File: src/rtl/keypad_pkg.sv
// rtl/keypad_pkg.sv - shared types and constants for the keypad scanner
package keypad_pkg;

    localparam int KEY_CODE_W = 4;
    localparam int ROWS       = 4;
    localparam int COLS       = 4;

    typedef enum logic [1:0] {
        SCAN     = 2'd0,
        DEBOUNCE = 2'd1,
        RELEASE  = 2'd2
    } scan_state_t;

    // Column drive patterns indexed by col_idx; exactly one column pulled low.
    localparam logic [COLS-1:0] COL_DRIVE [COLS] = '{
        4'b1110, 4'b1101, 4'b1011, 4'b0111
    };

    // Index of the lowest active-low row; only meaningful when some row is low.
    function automatic logic [1:0] lowest_low_row(input logic [ROWS-1:0] rows);
        logic [1:0] idx;
        idx = 2'd0;
        for (int i = ROWS - 1; i >= 0; i--) begin
            if (!rows[i]) begin
                idx = 2'(i);
            end
        end
        return idx;
    endfunction

endpackage

File: src/rtl/keypad_scanner_if.sv
// rtl/keypad_scanner_if.sv - key code valid/ack handshake towards the Nios PIO
interface keypad_scanner_if;
    import keypad_pkg::*;

    logic [KEY_CODE_W-1:0] key_code_out;
    logic                  key_valid_out;
    logic                  key_ack_in;
    logic                  key_overrun_out;

    modport master (
        output key_code_out,
        output key_valid_out,
        output key_overrun_out,
        input  key_ack_in
    );

    modport slave (
        input  key_code_out,
        input  key_valid_out,
        input  key_overrun_out,
        output key_ack_in
    );

endinterface

File: src/rtl/sync_2ff.sv
// rtl/sync_2ff.sv - two-flop synchronizer for asynchronous inputs
module sync_2ff #(
    parameter int              WIDTH     = 1,
    parameter logic [WIDTH-1:0] RESET_VAL = '0
) (
    input  logic             clk_12m_in,
    input  logic             reset,
    input  logic [WIDTH-1:0] d_in,
    output logic [WIDTH-1:0] q_out
);

    logic [WIDTH-1:0] meta;

    // Two back-to-back flops give the first stage a full cycle to resolve.
    always_ff @(posedge clk_12m_in or posedge reset) begin
        if (reset) begin
            meta  <= RESET_VAL;
            q_out <= RESET_VAL;
        end else begin
            meta  <= d_in;
            q_out <= meta;
        end
    end

endmodule

File: src/rtl/keypad_scanner.sv
// rtl/keypad_scanner.sv - 4x4 matrix keypad scanner with press/release debounce
module keypad_scanner
    import keypad_pkg::*;
#(
    parameter int DEBOUNCE_TICKS = 3
) (
    input  logic               clk_12m_in,
    input  logic               reset,
    input  logic               scan_tick_in,
    input  logic [ROWS-1:0]    row_in,
    output logic [COLS-1:0]    col_out,
    keypad_scanner_if.master   kif
);

    localparam logic [3:0] DB_TICKS = 4'(DEBOUNCE_TICKS);

    logic [ROWS-1:0] rows_s;

    // Rows idle high (pulled up), so the synchronizer resets to "nothing pressed".
    sync_2ff #(
        .WIDTH     (ROWS),
        .RESET_VAL ({ROWS{1'b1}})
    ) u_row_sync (
        .clk_12m_in (clk_12m_in),
        .reset      (reset),
        .d_in       (row_in),
        .q_out      (rows_s)
    );

    scan_state_t           state, state_n;
    logic [1:0]            col_idx, col_idx_n;
    logic [1:0]            cand_row, cand_row_n;
    logic [1:0]            cand_col, cand_col_n;
    logic [3:0]            count, count_n;
    logic [KEY_CODE_W-1:0] key_code, key_code_n;
    logic                  key_valid, key_valid_n;
    logic                  key_overrun, key_overrun_n;
    logic                  publish;
    logic                  pressed;
    logic [1:0]            low_row;

    assign pressed = ~&rows_s;
    assign low_row = lowest_low_row(rows_s);

    assign col_out             = COL_DRIVE[col_idx];
    assign kif.key_code_out    = key_code;
    assign kif.key_valid_out   = key_valid;
    assign kif.key_overrun_out = key_overrun;

    // State and handshake registers.
    always_ff @(posedge clk_12m_in or posedge reset) begin
        if (reset) begin
            state       <= SCAN;
            col_idx     <= 2'd0;
            cand_row    <= 2'd0;
            cand_col    <= 2'd0;
            count       <= 4'd0;
            key_code    <= '0;
            key_valid   <= 1'b0;
            key_overrun <= 1'b0;
        end else begin
            state       <= state_n;
            col_idx     <= col_idx_n;
            cand_row    <= cand_row_n;
            cand_col    <= cand_col_n;
            count       <= count_n;
            key_code    <= key_code_n;
            key_valid   <= key_valid_n;
            key_overrun <= key_overrun_n;
        end
    end

    // Scan/debounce sequencing on ticks, then the publish/ack handshake.
    always_comb begin
        state_n       = state;
        col_idx_n     = col_idx;
        cand_row_n    = cand_row;
        cand_col_n    = cand_col;
        count_n       = count;
        key_code_n    = key_code;
        key_valid_n   = key_valid;
        key_overrun_n = key_overrun;
        publish       = 1'b0;

        if (scan_tick_in) begin
            unique case (state)
                SCAN: begin
                    if (pressed) begin
                        cand_row_n = low_row;
                        cand_col_n = col_idx;
                        if (DB_TICKS == 4'd1) begin
                            publish = 1'b1;
                            count_n = 4'd0;
                            state_n = RELEASE;
                        end else begin
                            count_n = 4'd1;
                            state_n = DEBOUNCE;
                        end
                    end else begin
                        col_idx_n = col_idx + 2'd1;
                    end
                end
                DEBOUNCE: begin
                    if (!rows_s[cand_row]) begin
                        if (count + 4'd1 == DB_TICKS) begin
                            publish = 1'b1;
                            count_n = 4'd0;
                            state_n = RELEASE;
                        end else begin
                            count_n = count + 4'd1;
                        end
                    end else begin
                        count_n = 4'd0;
                        state_n = SCAN;
                    end
                end
                RELEASE: begin
                    if (!pressed) begin
                        if (count + 4'd1 == DB_TICKS) begin
                            count_n   = 4'd0;
                            col_idx_n = col_idx + 2'd1;
                            state_n   = SCAN;
                        end else begin
                            count_n = count + 4'd1;
                        end
                    end else begin
                        count_n = 4'd0;
                    end
                end
                default: begin
                    count_n = 4'd0;
                    state_n = SCAN;
                end
            endcase
        end

        // A publish beats a simultaneous ack; overrun only when the old key was unconsumed.
        if (publish) begin
            key_code_n    = {cand_row_n, cand_col_n};
            key_valid_n   = 1'b1;
            key_overrun_n = kif.key_ack_in ? 1'b0 : (key_overrun | key_valid);
        end else if (kif.key_ack_in && key_valid) begin
            key_valid_n   = 1'b0;
            key_overrun_n = 1'b0;
        end
    end

endmodule

File: src/flat_wrapper.sv
// flat-port wrapper written by rule: the top's interface ports become plain ports
module keypad_scanner_flat import keypad_pkg::*;
#(
    parameter int DEBOUNCE_TICKS = 3
)
  (clk_12m_in, reset, scan_tick_in, row_in, col_out, kif_key_code_out, kif_key_valid_out, kif_key_overrun_out, kif_key_ack_in);
  keypad_scanner_if kif_i ();
  input  logic clk_12m_in;
  input  logic reset;
  input  logic scan_tick_in;
  input  logic [ROWS-1:0] row_in;
  output logic [COLS-1:0] col_out;
  output wire logic [$bits(kif_i.key_code_out)-1:0] kif_key_code_out;
  output wire logic [$bits(kif_i.key_valid_out)-1:0] kif_key_valid_out;
  output wire logic [$bits(kif_i.key_overrun_out)-1:0] kif_key_overrun_out;
  input wire logic [$bits(kif_i.key_ack_in)-1:0] kif_key_ack_in;
  assign kif_key_code_out = kif_i.key_code_out;
  assign kif_key_valid_out = kif_i.key_valid_out;
  assign kif_key_overrun_out = kif_i.key_overrun_out;
  assign kif_i.key_ack_in = kif_key_ack_in;
  keypad_scanner #(.DEBOUNCE_TICKS(DEBOUNCE_TICKS)) u_core (.clk_12m_in(clk_12m_in), .reset(reset), .scan_tick_in(scan_tick_in), .row_in(row_in), .col_out(col_out), .kif(kif_i));
endmodule
File: config.mk
export PLATFORM = sky130hd
export DESIGN_NAME = keypad_scanner_flat
export DESIGN_NICKNAME = d
export VERILOG_FILES = /design/src/rtl/keypad_pkg.sv /design/src/rtl/keypad_scanner_if.sv /design/src/rtl/sync_2ff.sv /design/src/rtl/keypad_scanner.sv /design/src/flat_wrapper.sv
export SDC_FILE = /design/constraint.sdc
export NUM_CORES = 1
export LEC_CHECK = 0
export CAP_MARGIN = 40
export CORE_UTILIZATION = 57
export DETAILED_ROUTE_END_ITERATION = 12
export MAX_ROUTING_LAYER = met4
export PLACE_DENSITY = 0.91
export SKIP_CTS_REPAIR_TIMING = 1
export SLEW_MARGIN = 10
export SYNTH_ARGS = -nofsm -noshare
export SYNTH_HDL_FRONTEND = slang
export SYNTH_SLANG_ARGS = --single-unit
File: constraint.sdc
create_clock -name clk_12m_in -period 4.49 [get_ports clk_12m_in]
set_input_delay 1.347 -clock clk_12m_in [delete_from_list [all_inputs] [get_ports clk_12m_in]]
set_output_delay 1.347 -clock clk_12m_in [all_outputs]
set_load 0.02 [all_outputs]
* After elaboration in Yosys (flattened, before gate mapping)
Cells that the tools add are included. W data, S select, Z words.
Cells by class: add/sub/neg operators 2, $lt $le $gt $ge 2, equality and inequality tests 8, muxes and demuxes 38, bitwise logic cells 2, reductions and logical operators 8
Operators by type and width (count):
- $mux W2 | 18
- $mux W4 | 6
- $pmux W4 S3 | 1
- $reduce_and A5 Y1 | 2
- $mux W1 | 9
- $bmux W4 S2 | 1
- $ne A2 B1 Y1 const B | 3
- $pmux W2 S3 | 1
- $add A4 B1 Y4 const B | 1
- $eq A4 B2 Y1 const B | 1
- $pmux W2 S2 | 1
- $reduce_and A4 Y1 | 1
- $reduce_bool A2 Y1 | 2
- $ge A3 B3 Y1 const B | 1
- $lt A2 B3 Y1 const B | 1
- $ne A3 B1 Y1 const B | 1
- $not A2 Y3 | 1
- $add A2 B1 Y2 const B | 1
- $bmux W1 S2 | 1
- $eq A2 B1 Y1 const B | 1
- $eq A2 B2 Y1 const B | 1
- $logic_not A2 Y1 | 1
- $ne A2 B2 Y1 const B | 1
- $reduce_and A2 Y1 | 1
- 2 further kinds | 2
Storage, ports and cells: register bits 26, input bits 8, output and inout port bits 10, logic and storage cells 70

* Longest topological paths before layout
Gate-level depths: netlist of run 1.
depth after elaboration 7, depth in mapped cells 7, gate-level depth less buffers 6

* By module
A second synthesis of run 1 with hierarchy kept.
Unflattened totals: cells, all modules 104, area, all modules 1226.2 sq um
Modules (own cells, without submodules):
- keypad_scanner | instances 1, cells each 95, area each 1012.2 sq um, seq. area each 450.4 sq um
- sync_2ff | instances 1, cells each 9, area each 214.0 sq um, seq. area each 210.2 sq um

* Worst setup path before layout of run 1
OpenSTA, ideal clock, no wires.
path kind input port to flip-flop, start point input scan_tick_in, end point register u_core.key_code[0] (netlist: u_core.kif.key_code_out[0]), setup time 125 ps, arrival time 2444 ps, required time 4365 ps, setup slack 1921 ps, cell stages on the path 5, path buffers 1, cells stage by stage buf_2 nor3b_2 nand2_1 mux2_2 mux2_4
On the way: word-level cells in the longest chain between the ends 1, elaborated cells between the ends (all ways) 2, classes of those cells mux (2)
Ends and longest elaborated chain:
- from (decl) | line flat_wrapper.sv:10 | input logic scan_tick_in;
- $mux W2 | line keypad_scanner.sv:85 | if (scan_tick_in) begin
- via u_core.cand_col_n[0] | line keypad_scanner.sv:33 | logic [1:0] cand_col, cand_col_n;
- to (signal assigned) | line keypad_scanner.sv:67 | key_code <= key_code_n;
- to (decl) | line keypad_scanner.sv:35 | logic [KEY_CODE_W-1:0] key_code, key_code_n;
The timed path passes the listed nets, and every way through them passes these cells. A chain may end at the register's enable or synchronous reset.

* Final worst setup path of run 1
start point register u_core.col_idx[0], end point output col_out[2]
On the way: word-level cells in the longest chain between the ends 4
Ends and longest elaborated chain:
- from (decl) | line keypad_scanner.sv:31 | logic [1:0] col_idx, col_idx_n;
- from (signal assigned) | line keypad_scanner.sv:63 | col_idx <= col_idx_n;
- $not A2 Y3 (not written as such) | line keypad_scanner.sv:45 | assign col_out = COL_DRIVE[col_idx];
- $bmux W4 S2 | line keypad_scanner.sv:45
- $mux W4 (not written as such) (2 in a row) | line keypad_scanner.sv:45
- to (decl) | line flat_wrapper.sv:12 | output logic [COLS-1:0] col_out;
No other way between the ends. The select of a mux whose other input is x is not followed.

==> impl_metrics.env, run 1 <==
export IMPL_die_h_um=49.6
export IMPL_antenna_left=0
export IMPL_place_hpwl_um=1980
export IMPL_row_count=16
export IMPL_synth_nets=126
export IMPL_required_ps=3140
export IMPL_io_buffers=17
export IMPL_antenna_found_initial=0
export IMPL_die_area_mm2=0.00246
export IMPL_status="finished, final reports clean"
export IMPL_cts_sinks=26
export IMPL_synthTopCellsByCount="dfrtp_1 (18), inv_1 (13), nand2_1 (10)"
export IMPL_cp_start_kind="flop"
export IMPL_syn2layout_area_growth_pct=17.2
export IMPL_fin_nets=145
export IMPL_die_w_um=49.6
export IMPL_final_hold_violation_count=0
export IMPL_cts_tree="yes"
export IMPL_cts_buffers=3
export IMPL_drv_slew=0
export IMPL_synth_top_area_frac=0.348
export IMPL_grt_pass1_wl_um=4630
export IMPL_grt_max_degree=15
export IMPL_drcViolationCount=0
export IMPL_grtUsageTotal=0.262
export IMPL_synth_edf_count=0
export IMPL_relSlewSlack=0.651
export IMPL_synth_most_common_cell="dfrtp_1"
export IMPL_place_gp_congestion=0.864
export IMPL_setup_tns_ps=0
export IMPL_finalCritPeriodShare=0.697
export IMPL_fmax_mhz=320
export IMPL_synth_largest_area_cell="dfrtp_1"
export IMPL_crit_path_end_kind="output port"
export IMPL_routed_wl_um=2740
export IMPL_finalSetupViolCount=0
export IMPL_crit_buf_inv=3
export IMPL_clk_pin_slew_ps=140
export IMPL_ys_top_cells_by_area="dfrtp_1 (35%), dfstp_2 (16%), ha_1 (5.8%)"
export IMPL_core_mm2=0.00204
export IMPL_hold_class="flop to flop"
export IMPL_dp_cells=153
export IMPL_via_per_inst=6.20
export IMPL_crit_path_frequent_cell="inv_1"
export IMPL_tightest_slew_ps=519
export IMPL_synth_area_mm2=0.00129
export IMPL_drive_above_1_share=0.223
export IMPL_synth_warnings=0
export IMPL_synthCells=112
export IMPL_max_stage_delay_ps=610
export IMPL_grt_pass1_vias=1037
export IMPL_worstPathMaxFanout=5
export IMPL_synth_distinct_cells=37
export IMPL_synthFlopType="dfrtp_1"
export IMPL_num_vias=974
export IMPL_crit_type="flop to output port"
export IMPL_avgSynthCellArea_um2=11.6
export IMPL_firstDrtPassIters=4
export IMPL_maxCapViolations=0
export IMPL_p_leak_nw=0.665
export IMPL_arrival_ps=1780
export IMPL_finalCriticalPeriod_ps=3130
export IMPL_clk_path_buf_depth=2
export IMPL_htree_levels=1
export IMPL_diodes=0
export IMPL_cp_cell_sequence="inv_1 -> ha_1 -> inv_1 -> clkdlybuf4s50_1"
export IMPL_wl_per_cell_um=17.5
export IMPL_synthArstFlopShare=1.00
export IMPL_ys_ff_latch=26
export IMPL_io_pins=18
export IMPL_drt_iter0_drc=52
export IMPL_cts_root_buffer_cell="clkbuf_4"
export IMPL_start_util=0.634
export IMPL_power_density_mw_per_mm2=540
export IMPL_clk_latency_ps=330
export IMPL_ys_seq_area_frac=0.511
export IMPL_final_cells=157
export IMPL_path_delay_family="buffers and inverters"
export IMPL_peakVddDrop_mv=0.384
export IMPL_grt_ovfl_total=0
export IMPL_finClkSkew_ps=12.9
export IMPL_cp_slowest_cell="clkdlybuf4s50_1"
export IMPL_rsz0062_at_grt="no"
## registers in the layout, indices dropped and copies added, names as in the netlist
name	count
u_core.count	4
u_core.kif.key_code_out	4
u_core.u_row_sync.meta	4
u_core.u_row_sync.q_out	4
u_core.cand_col	2
u_core.cand_row	2
u_core.col_idx	2
u_core.state	2
u_core.kif.key_overrun_out	1
u_core.kif.key_valid_out	1
## final cells by class
cell class | count | area, um2
sequential | 26 | 661
multi-input combinational | 69 | 552
fill | 132 | 526
timing repair buffer | 18 | 185
inverter | 13 | 48.8
clock buffer | 4 | 36.3
tap | 27 | 33.8
## kinds of logic after synthesis
group	count (synthesis)	share of synthesized area
xor+xnor	1	0.00677
fa+ha+maj	6	0.0580
flops	26	0.511
mux	10	0.0977
simple gates	30	0.132
compound gates	22	0.132
buf+inv	17	0.0629
## where the power goes
part,internal (mW),switching [mW],total [mW]
clock network,0.0497,0.0691,0.119
registers,0.293,0.0769,0.370
logic,0.161,0.169,0.330
total,0.504,0.315,0.819
## worst paths after layout
path	slack [ps]	cells past startpoint	start	end
worst max-delay path	1360	4	u_core.col_idx[0]	col_out[2]
worst min-delay path	370	0	u_core.u_row_sync.meta[3]	u_core.u_row_sync.q_out[3]
worst max register to register	2260	5	u_core.count[0]	u_core.kif.key_code_out[3]
worst min register to register	370	0	u_core.u_row_sync.meta[3]	u_core.u_row_sync.q_out[3]
max in group asynchronous	2690	3	reset	u_core.count[2]
min in group asynchronous	1320	2	reset	u_core.kif.key_valid_out
## layer usage
layer	vias to the layer above	wire length (um)	global-route usage	part of all wire
met5	-	0	-	0
met3	11	154	0.0309	0.056
li1	432	-	-	-
met4	0	85	0.133	0.031
met1	484	1030	0.298	0.38
met2	47	1470	0.453	0.54
## cell usage in the layout, fill, tap and decap left out, types with 3 or more instances in the layout
cell type        count
dfrtp_1             18
o31ai_1              3
nand4_1              3
mux2_2               5
mux2_4               4
inv_1               13
clkbuf_4             3
clkdlybuf4s50_1     17
o211ai_1             3
ha_1                 6
dfstp_2              8
a21oi_1              3
nand2_1             10
## metrics by stage
stage	setup WS, ps	power [mW]	hold slack [ps]	area (um2)	util
finish	1360	0.819	366	1520	0.743
global route	1300	0.865	371	1520	0.743
CTS	1350	0.820	368	1520	0.743
detailed placement	1210	0.697	349	1480	0.725
global placement	1340	0.670	346	1470	0.718
floorplan	1920	0.587	345	1290	-
Power figures use the tool's default switching activity.
==> run 2, diff against run 1 <==
--- a/config.mk
+++ b/config.mk
@@ -6,10 +6,10 @@
 export NUM_CORES = 1
 export LEC_CHECK = 0
 export CAP_MARGIN = 40
-export CORE_UTILIZATION = 57
+export CORE_UTILIZATION = 48
 export DETAILED_ROUTE_END_ITERATION = 12
 export MAX_ROUTING_LAYER = met4
-export PLACE_DENSITY = 0.91
+export PLACE_DENSITY = 0.82
 export SKIP_CTS_REPAIR_TIMING = 1
 export SLEW_MARGIN = 10
 export SYNTH_ARGS = -nofsm -noshare
==> constraint.sdc (replaced) <==
create_clock -name clk_12m_in -period 2.5 [get_ports clk_12m_in]
set_input_delay 0.75 -clock clk_12m_in [delete_from_list [all_inputs] [get_ports clk_12m_in]]
set_output_delay 0.75 -clock clk_12m_in [all_outputs]
set_load 0.02 [all_outputs]
==> run 2 against run 1 <==
Effect of this change:
- combinational power rose by 89%
- via count shrank 5.7%
- utilization fell by 13 points
- global-route usage shrank 5.2 points
- clock-buffer cell count shrank 1
- register-to-register slack worse by 1900 ps
- critical endpoint unchanged
- largest cell class unchanged
- highest routed layer unchanged
==> impl_metrics.env, run 2 (synthesis results as in run 1) <==
export IMPL_status="finished, final reports clean"
export IMPL_final_seq_area_um2=663
export IMPL_cp_start_kind="flop"
export IMPL_finClkSkew_ps=4.46
export IMPL_grtUsageTotal=0.211
export IMPL_power_mw=1.56
export IMPL_finalCritPeriodShare=0.969
export IMPL_fin_nets=148
export IMPL_drcViolationCount=0
export IMPL_arrival_ps=1670
export IMPL_hold_class="flop to flop"
export IMPL_start_util=0.513
export IMPL_crit_path_end_kind="output port"
export IMPL_cts_buffers=3
export IMPL_crit_type="flop to output port"
export IMPL_clk_pin_slew_ps=140
export IMPL_tightest_slew_ps=518
export IMPL_peakVddDrop_mv=0.564
export IMPL_drive_above_1_share=0.256
export IMPL_htree_levels=1
export IMPL_max_stage_delay_ps=590
export IMPL_die_w_um=53.9
export IMPL_clk_latency_ps=320
export IMPL_rsz0062_at_grt="no"
export IMPL_cts_root_buffer_cell="clkbuf_4"
export IMPL_via_per_inst=5.63
export IMPL_crit_path_frequent_cell="inv_1"
export IMPL_relSlewSlack=0.654
export IMPL_routed_wl_um=2550
export IMPL_grt_pass1_wl_um=4150
export IMPL_worstPathMaxFanout=5
export IMPL_cp_cell_sequence="inv_1 -> ha_1 -> inv_1 -> clkdlybuf4s50_1"
export IMPL_drv_slew=0
export IMPL_multi_input_area_um2=552
export IMPL_grt_pass1_vias=886
export IMPL_antenna_left=0
export IMPL_io_buffers=17
export IMPL_finalSetupViolCount=0
export IMPL_setup_tns_ps=0
export IMPL_wl_per_cell_um=15.7
export IMPL_cp_slowest_cell="clkdlybuf4s50_1"
export IMPL_mostFrequentLayoutCells="clkdlybuf4s50_1 (16), dfrtp_1 (16), inv_1 (13)"
export IMPL_finalCriticalPeriod_ps=2420
export IMPL_diodes=0
export IMPL_antenna_found_initial=0
export IMPL_row_count=18
export IMPL_required_ps=1750
export IMPL_die_area_mm2=0.00291
export IMPL_grt_max_degree=16
export IMPL_die_h_um=53.9
export IMPL_p_leak_nw=0.692
export IMPL_place_hpwl_um=1840
export IMPL_power_density_mw_per_mm2=1000
export IMPL_drt_iter0_drc=14
export IMPL_firstDrtPassIters=6
export IMPL_clk_path_buf_depth=2
export IMPL_syn2layout_area_growth_pct=20.3
export IMPL_grt_ovfl_total=0
export IMPL_maxCapViolations=0
export IMPL_fmax_mhz=413
export IMPL_cts_tree="yes"
export IMPL_cts_sinks=26
export IMPL_final_hold_violation_count=0
export IMPL_core_mm2=0.00252
export IMPL_place_gp_congestion=0.877
export IMPL_num_vias=918
export IMPL_fillers=205
export IMPL_holdWs_ps=368
export IMPL_io_pins=18
run 2: cell type report:
cell class / count / share of cell area
clock inverters: 1 / 0.0193
inverters: 13 / 0.0314
repair buffers: 21 / 0.130
clock buffers: 3 / 0.0145
multi-input cells: 69 / 0.355
flip-flops and latches: 26 / 0.426
well taps: 30 / 0.0241
run 2: power by group:
| group | switching, mW | total [mW] | leakage [nW] | internal, mW |
|---|---|---|---|---|
| combinational | 0.321 | 0.625 | 0.349 | 0.304 |
| clock | 0.125 | 0.288 | 0.0279 | 0.162 |
| sequential | 0.118 | 0.647 | 0.315 | 0.529 |
run 2: metal layers:
layer,GRT usage,share of wire,up-vias
met5,-,0,-
li1,-,-,435
met3,0.0395,0.026,6
met2,0.348,0.51,23
met1,0.255,0.45,454
met4,0.0746,0.011,0
run 2: critical path, delay by kind of cell, from the launching register on:
kind,cells,cell delay (ps)
buffers and inverters,3,720
flip-flops,1,450
adder cells (fa/ha/maj),1,190
run 2: path summary, 6_finish.rpt:
path | from | endpoint | slack [ps] | cells after the start
setup / recovery | u_core.col_idx[0] | col_out[2] | 80 | 4
hold / removal | u_core.u_row_sync.meta[2] | u_core.u_row_sync.q_out[2] | 370 | 0
setup reg to reg | u_core.count[0] | u_core.kif.key_code_out[1] | 320 | 5
hold reg to reg | u_core.u_row_sync.meta[2] | u_core.u_row_sync.q_out[2] | 370 | 0
max in group asynchronous | reset | u_core.col_idx[0] | 1180 | 3
min in group asynchronous | reset | u_core.cand_row[1] | 740 | 2
run 2: through the flow:
step / instances / setup slack [ps] / utilization / cell area (um2)
4_1_cts: 163 / 9.48 / 0.615 / 1550
6_report: 163 / 76.6 / 0.617 / 1560
3_5_place_dp: 159 / 71.5 / 0.594 / 1500
2_1_floorplan: 112 / 528 / - / 1290
3_3_place_gp: 159 / 154 / 0.594 / 1500
5_1_grt: 163 / 15.9 / 0.617 / 1560
